<file path="src/rtl/tmds_channel_encoder.sv">
// One TMDS lane: 8b/10b transition-minimising encode with DC balance, two pipeline stages.
// Optional macro TMDS_VIDEO_GUARD_EN adds a 2-slot delay line and inserts the video guard band.
module tmds_channel_encoder #(
    parameter int CHANNEL = 0
) (
    input  logic       i_clk,
    input  logic       i_reset_n,
    input  logic [7:0] i_data,
    input  logic [1:0] i_ctrl,
    input  logic       i_de,
    output logic [9:0] o_tmds,
    output logic [4:0] o_dbg_cnt
);

    localparam logic [9:0] CTRL_SYM_00 = 10'h354;
    localparam logic [9:0] CTRL_SYM_01 = 10'h0AB;
    localparam logic [9:0] CTRL_SYM_10 = 10'h154;
    localparam logic [9:0] CTRL_SYM_11 = 10'h2AB;

    if (CHANNEL < 0 || CHANNEL > 2) begin : g_bad_channel
        $error("tmds_channel_encoder: CHANNEL must be 0..2");
    end

    logic [3:0] w_n1_data;
    logic       w_use_xnor;
    logic [8:0] w_qm;

    always_comb begin
        w_n1_data = 4'd0;
        for (int i = 0; i < 8; i++) begin
            w_n1_data = w_n1_data + {3'd0, i_data[i]};
        end
        w_use_xnor = (w_n1_data > 4'd4) || ((w_n1_data == 4'd4) && !i_data[0]);
        w_qm    = 9'd0;
        w_qm[0] = i_data[0];
        for (int i = 1; i < 8; i++) begin
            w_qm[i] = w_use_xnor ? ~(w_qm[i-1] ^ i_data[i]) : (w_qm[i-1] ^ i_data[i]);
        end
        w_qm[8] = ~w_use_xnor;
    end

    logic       r_de1;
    logic [1:0] r_ctrl1;
    logic [8:0] r_qm1;

    always_ff @(posedge i_clk or negedge i_reset_n) begin
        if (!i_reset_n) begin
            r_de1   <= 1'b0;
            r_ctrl1 <= 2'b00;
            r_qm1   <= 9'd0;
        end else begin
            r_de1   <= i_de;
            r_ctrl1 <= i_ctrl;
            r_qm1   <= w_qm;
        end
    end

    // Disparity values are 5-bit two's complement; the sign bit decides cnt/diff polarity.
    logic [4:0] r_cnt;
    logic [9:0] r_tmds2;
    logic [3:0] w_n1_qm;
    logic [4:0] w_diff;
    logic [4:0] w_cnt_next;
    logic [9:0] w_sym;
    logic       w_qm8;
    logic [7:0] w_q;

    always_comb begin
        w_q     = r_qm1[7:0];
        w_qm8   = r_qm1[8];
        w_n1_qm = 4'd0;
        for (int i = 0; i < 8; i++) begin
            w_n1_qm = w_n1_qm + {3'd0, w_q[i]};
        end
        w_diff     = {w_n1_qm, 1'b0} - 5'd8;
        w_sym      = CTRL_SYM_00;
        w_cnt_next = 5'd0;
        if (!r_de1) begin
            case (r_ctrl1)
                2'b00:   w_sym = CTRL_SYM_00;
                2'b01:   w_sym = CTRL_SYM_01;
                2'b10:   w_sym = CTRL_SYM_10;
                default: w_sym = CTRL_SYM_11;
            endcase
            w_cnt_next = 5'd0;
        end else if ((r_cnt == 5'd0) || (w_diff == 5'd0)) begin
            w_sym      = {~w_qm8, w_qm8, w_qm8 ? w_q : ~w_q};
            w_cnt_next = w_qm8 ? (r_cnt + w_diff) : (r_cnt - w_diff);
        end else if (r_cnt[4] == w_diff[4]) begin
            // Both non-zero here, so equal sign bits mean the running bias would grow.
            w_sym      = {1'b1, w_qm8, ~w_q};
            w_cnt_next = r_cnt + {3'd0, w_qm8, 1'b0} - w_diff;
        end else begin
            w_sym      = {1'b0, w_qm8, w_q};
            w_cnt_next = r_cnt + w_diff - {3'd0, ~w_qm8, 1'b0};
        end
    end

    always_ff @(posedge i_clk or negedge i_reset_n) begin
        if (!i_reset_n) begin
            r_tmds2 <= CTRL_SYM_00;
            r_cnt   <= 5'd0;
        end else begin
            r_tmds2 <= w_sym;
            r_cnt   <= w_cnt_next;
        end
    end

    assign o_dbg_cnt = r_cnt;

`ifdef TMDS_VIDEO_GUARD_EN
    localparam logic [9:0] GUARD_SYM = (CHANNEL == 1) ? 10'h133 : 10'h2CC;

    logic       r_de2;
    logic [9:0] r_dl1_sym;
    logic       r_dl1_de;
    logic [9:0] r_dl2_sym;
    logic       w_rise;

    // Pixel 0 is entering stage 2 this edge; the two older slots are still held back.
    assign w_rise = r_de1 & ~r_de2;

    always_ff @(posedge i_clk or negedge i_reset_n) begin
        if (!i_reset_n) begin
            r_de2     <= 1'b0;
            r_dl1_sym <= CTRL_SYM_00;
            r_dl1_de  <= 1'b0;
            r_dl2_sym <= CTRL_SYM_00;
        end else begin
            r_de2     <= r_de1;
            r_dl1_sym <= w_rise ? GUARD_SYM : r_tmds2;
            r_dl1_de  <= r_de2;
            r_dl2_sym <= (w_rise && !r_dl1_de) ? GUARD_SYM : r_dl1_sym;
        end
    end

    assign o_tmds = r_dl2_sym;
`else
    assign o_tmds = r_tmds2;
`endif

endmodule

</file>
<file path="config.mk">
export PLATFORM = sky130hd
export DESIGN_NAME = tmds_channel_encoder
export DESIGN_NICKNAME = d
export VERILOG_FILES = /design/src/rtl/tmds_channel_encoder.sv
export SDC_FILE = /design/constraint.sdc
export NUM_CORES = 1
export LEC_CHECK = 0
export BUFFER_PORTS_ARGS = -buffer_cell sky130_fd_sc_hd__buf_4
export CELL_PAD_IN_SITES_DETAIL_PLACEMENT = 2
export CELL_PAD_IN_SITES_GLOBAL_PLACEMENT = 2
export CORE_MARGIN = 3
export CORE_UTILIZATION = 37
export CTS_CLUSTER_SIZE = 25
export DETAILED_ROUTE_END_ITERATION = 7
export PLACE_DENSITY_LB_ADDON = 0.25
export SLEW_MARGIN = 10
export SYNTH_ARGS = -nofsm -noshare
export SYNTH_HDL_FRONTEND = slang
export SYNTH_SLANG_ARGS = --single-unit
</file>
<file path="constraint.sdc">
create_clock -name i_clk -period 5.35 [get_ports i_clk]
set_input_delay 0 -clock i_clk [delete_from_list [all_inputs] [get_ports i_clk]]
set_output_delay 0 -clock i_clk [all_outputs]
set_load 0.02 [all_outputs]
</file>
Word level (Yosys, flattened, before mapping) --
Index checks and enable logic that the tools add are counted. W data, S select, Z words.
Cells by class: add/sub/neg operators 20, magnitude comparators 1, equal/unequal tests 4, mux-type cells 16, bitwise gates (word level) 17, reduce and logical (&&, ||, !) cells 7
Operator list (number):
- $add A4 B1 Y4 | 8
- $mux W10 | 3
- $pmux W10 S3 | 1
- $mux W5 | 4
- $logic_not A5 Y1 | 2
- $sub A5 B5 Y5 | 2
- $not A1 Y1 | 9
- $add A3 B1 Y4 | 2
- $mux W8 | 1
- $not A8 Y8 | 1
- $mux W1 | 7
- $xor A1 B1 Y1 | 7
- $add A2 B1 Y3 | 2
- $add A5 B2 Y5 | 1
- $add A5 B5 Y5 | 1
- $sub A5 B2 Y5 | 1
- $sub A5 B4 Y5 const B | 1
- $add A1 B1 Y2 | 2
- $eq A4 B3 Y1 const B | 1
- $gt A4 B3 Y1 const B | 1
- $eq A2 B1 Y1 const B | 1
- $eq A2 B2 Y1 const B | 1
- $logic_not A2 Y1 | 1
- $logic_or A1 B1 Y1 | 2
- other kinds (3) | 3
Word-level totals: bits in registers 27, input port bits 13, output and inout port bits 15, logic and storage cells 70

Logic depth before layout (Yosys ltp) --
depth after elaboration 29, gate-level depth with buffers 15, gate-level depth less buffers 15

Worst setup path after synthesis --
OpenSTA, ideal clock, no wires.
kind register to register, start point reg r_qm1[0], end point reg r_cnt[4], in the netlist o_dbg_cnt[4], library setup time 111 ps, arrival 4194 ps, required time 5239 ps, slack 1045 ps, stages on the path, launching flop included 16, path buffers 0, period minus slack after synthesis 4305 ps, cell sequence dfrtp_1 > fa_1 > inv_1 > fa_1 > fa_1 > inv_1 > ha_1 > fa_1 > inv_1 > ha_1 > inv_1 > fa_1 > nand3b_1 > a31oi_1 > nor3b_1 > a2111oi_2
On the way: cells in the longest elaborated chain, start to end 13, elaborated cells between the ends (all ways) 19, classes of those cells 12 x add/sub; 1 x eq/ne; 4 x mux; 2 x reduce/logical
Ends and longest elaborated chain:
- start, declared | line 44 | logic [8:0] r_qm1;
- start signal, assigned | line 54 | r_qm1 <= w_qm;
- $add A1 B1 Y2 * | line 73 | w_n1_qm = w_n1_qm + {3'd0, w_q[i]};
- $add A2 B1 Y3 * | line 73
- $add A3 B1 Y4 * | line 73
- $add A4 B1 Y4 * (4 in series) | line 73
- $sub A5 B4 Y5 * | line 75 | w_diff = {w_n1_qm, 1'b0} - 5'd8;
- $add A5 B5 Y5 | line 88, 95
- $sub A5 B2 Y5 | line 95 | w_cnt_next = r_cnt + w_diff - {3'd0, ~w_qm8, 1'b0};
- $mux W5 | line 89 | end else if (r_cnt[4] == w_diff[4]) begin
- $mux W5 * | line 86 | end else if ((r_cnt == 5'd0) || (w_diff == 5'd0)) begin
- $mux W5 * | line 78 | if (!r_de1) begin
- named net w_cnt_next[4] | line 63 | logic [4:0] w_cnt_next;
- end signal, assigned | line 105 | r_cnt <= w_cnt_next;
- end, declared | line 59 | logic [4:0] r_cnt;
The timed path passes the listed nets; every way through them passes the cells marked *.

Worst setup path in the final report --
Same ends and word-level chain as after synthesis.

==> summary.md <==
| Metric | Value |
|---|---|
| Status | finished, final reports clean |
| Worst Hold Class | in2reg |
| Worst r2r path cells | 15 |
| WS Path Type | reg2reg |
| WP depth | 15 |
| First-pass GRT wire length | 9.29 mm |
| Vias in the first global route | 1,805 |
| Flop-to-flop setup slack | a little under 0.7 ns |
| First DRT Iteration DRCs | 31 |
| Worst Max-Slew Pin Slew | 0.749 ns |
| H-Tree Depth | 1 |
| WP buf/inv | 4 |
| Fmax | 214 MHz |
| Reg2reg end | o_dbg_cnt[4] |
| Total Wirelength | around 5.6 mm |
| Starting Density | slightly below 40% |
| FF+latch count, synth | 26 |
| Core ar. | 0.00524 sq mm |
| Worst endpoint required time | 5.52 ns |
| CTS tree | built |
| Worst-path clk slew | 0.09 ns |
| Post-CTS sizing | 0 |
| CP Capture Point | o_dbg_cnt[4] |
| Area Growth Syn to Fin | 18.8% |
| Finish-stage setup viols | 0 |
| Drt via density | 5.12 |
| Worst Setup SP | r_qm1[0] |
| Largest net degree at the start of global routing | 27 |
| Final slew viol count | 0 |
| Worst Path Arrival | ~4.8 ns |
| Cell count after synthesis | 197 |
| Most common cell after layout, fill and taps aside | inv_1 |
| Crit-path max FO | 5 |
| Clock Skews | 0.00271 ns |
| Yosys warns | 0 |
| HPWL Detailed | around 4.3 mm |
| 1st-pass router iterations | 2 |
| Die Span Y | 80.5 um |
| Net count after synthesis | 247 |
| Cell area after synthesis | roughly 0.0021 sq mm |
| Min Clock Period, post-route | between 4 and 5 ns |
| Syn Area/Cell | between 10 and 15 sq um |
| Root Driver | clkbuf_8 |
| Critical Path, Cell by Cell | fa_1, inv_1, fa_1, fa_1, inv_1, ha_1, fa_1, inv_1, ha_1, inv_1, fa_1, nand3b_1, a31oi_1, nor3b_1, a2111oi_2 |
| Drt drc | 0 |
| Most frequent cell on the critical path | fa_1 |
| Total CTS buffers | 3 |
| Clk_lat worst skew | 0.27 ns |
| CP Capture Type | flip-flop |
| I/O pin count | 28 |
| Cell Rows | 26 |
| Unrepaired setup endpoints after global routing | no |
| Relative slew slack | approximately 50% |
| Max clock buf depth | 2 |
| Routed len/inst | 18.6 um |
| IO buf count | 26 |
| # diodes | 0 |
| Die Area | 0.00648 sq mm |
| Most frequent cells in the layout | inv_1 (37), buf_4 (26), ha_1 (24), dfrtp_1 (21), fa_1 (13) |
| Tcrit/Tclk final | between 80% and 90% |
| Post-Route Setup TNS | 0 ns |
| Final GP Congestion | 0.809 |
| Setup bufs post-CTS | 0 |
| Synth cell types | 38 |
| Die Width | 80.5 um |
| Post-route ant nets | 0 |
| CP max stage delay | slightly above 0.6 ns |
| Initial antenna violation count | 0 |
| Via count | roughly 1,500 |
| Crit-path leading delay family | adder cells |
| # hold bufs at CTS | 7 |
| Sink Count | 26 |
| Max Cap Viol | 0 |
| Slowest stage cell, crit path | fa_1 |
| Startpoint Class | flip-flop |
| GRT Residual Overflow | 0 |
| Final Hold Vio Count | 0 |
| Layout cells sized above 1 | approximately 17% |
| Reg-to-Reg Start | r_qm1[0] |
| Sequential fraction of the synthesis area | 32.0% |
| Nets | between 200 and 300 |
| Total GRT Usage | 18.9% |
[flip-flops by register name, summed over array words and instances (netlist names)]
| name | cells |
|---|---|
| r_de1 | 1 |
| o_tmds | 10 |
| r_qm1 | 9 |
| r_ctrl1 | 2 |
| o_dbg_cnt | 4 |
[per-stage QoR]
step	util (%)	worst slack (ns)	cells	hold WS, ns	area (sq um)
floorplan	-	1.05	197	-0.296	2050
global placement	43.9	0.911	288	-0.0740	2300
detailed placement	43.9	0.713	288	-0.0693	2300
CTS	46.6	0.630	299	0.0292	2440
global route	46.6	0.439	299	0.0397	2440
finish	46.6	0.680	299	0.0355	2440
[per-layer routing]
layer,wire length [um],up-vias,global-route usage (%),share of wire [%]
met5,0,-,0,0
met4,38,0,2.70,0.68
met3,120,4,2.47,2.2
met2,3230,23,38.9,58
met1,2180,794,20.4,39
li1,-,709,-,-
[Yosys cell counts]
cell type	instances	area share (%)
dfstp_2	5	6.4
a2111oi_2	1	0.73
nand4_1	9	2.7
or3_1	1	0.30
clkbuf_1	2	0.37
a211o_1	1	0.43
or3b_1	1	0.43
nand3b_1	1	0.37
a31oi_1	1	0.30
o211ai_1	9	3.3
a21o_1	1	0.37
xnor2_1	11	4.7
inv_1	37	6.8
nand2b_1	7	2.1
nor4_4	1	1.0
nor2b_1	1	0.30
fa_1	13	13
nor2_1	3	0.55
buf_4	1	0.37
mux2i_1	4	1.9
xor2_1	10	4.3
nand3_1	1	0.24
a211oi_1	1	0.37
ha_1	24	15
nand2_1	7	1.3
o221a_2	1	0.55
a32oi_1	1	0.43
nor3b_1	2	0.73
o21ai_1	1	0.24
dfrtp_1	21	26
o21ai_0	7	1.7
o22ai_1	1	0.30
and2_4	1	0.43
nor3b_2	1	0.61
buf_6	2	1.1
conb_1	1	0.18
a21oi_1	3	0.73
nor3_1	2	0.49
[cell families after synthesis]
group	share of synthesized area, %
AOI/OAI and AO/OA	9.44
DFF	32.0
xor gates and xnor gates	8.95
and+or+nand+nor	11.6
muxes	1.95
adders and majority gates	27.3
other	0.183
buffers and inverters	8.59
[worst min path at each step]
stage / from / endpoint / cells past startpoint
finish: i_data[7] / r_qm1[7] / 3
global route: i_data[7] / r_qm1[7] / 3
CTS: i_data[7] / r_qm1[7] / 3
detailed placement: i_reset_n / o_dbg_cnt[3] / 1
global placement: i_reset_n / o_dbg_cnt[3] / 1
floorplan: i_reset_n / o_dbg_cnt[1] / 0
[final cells by class]
type                       instances  area, sq um
clock buffer                       3         41.3
clock inverter                     1         30.0
fill                             554         2800
inverter                          37          139
multi-input combinational        129         1220
sequential                        26          657
tap                               70         87.6
timing repair buffer              33          265
[worst reg2reg max path, delay by kind of cell (launching register included)]
family                   cells  cell delay, ns
AO/OA/AOI/OAI                2            0.54
adder cells (fa/ha/maj)      7            3.00
AND/OR/NAND/NOR              2            0.30
buffers and inverters        4            0.30
flip-flops                   1            0.42
Power is not shown: default switching activity piles up to over one toggle a cycle in this logic, so the estimate is an artifact.
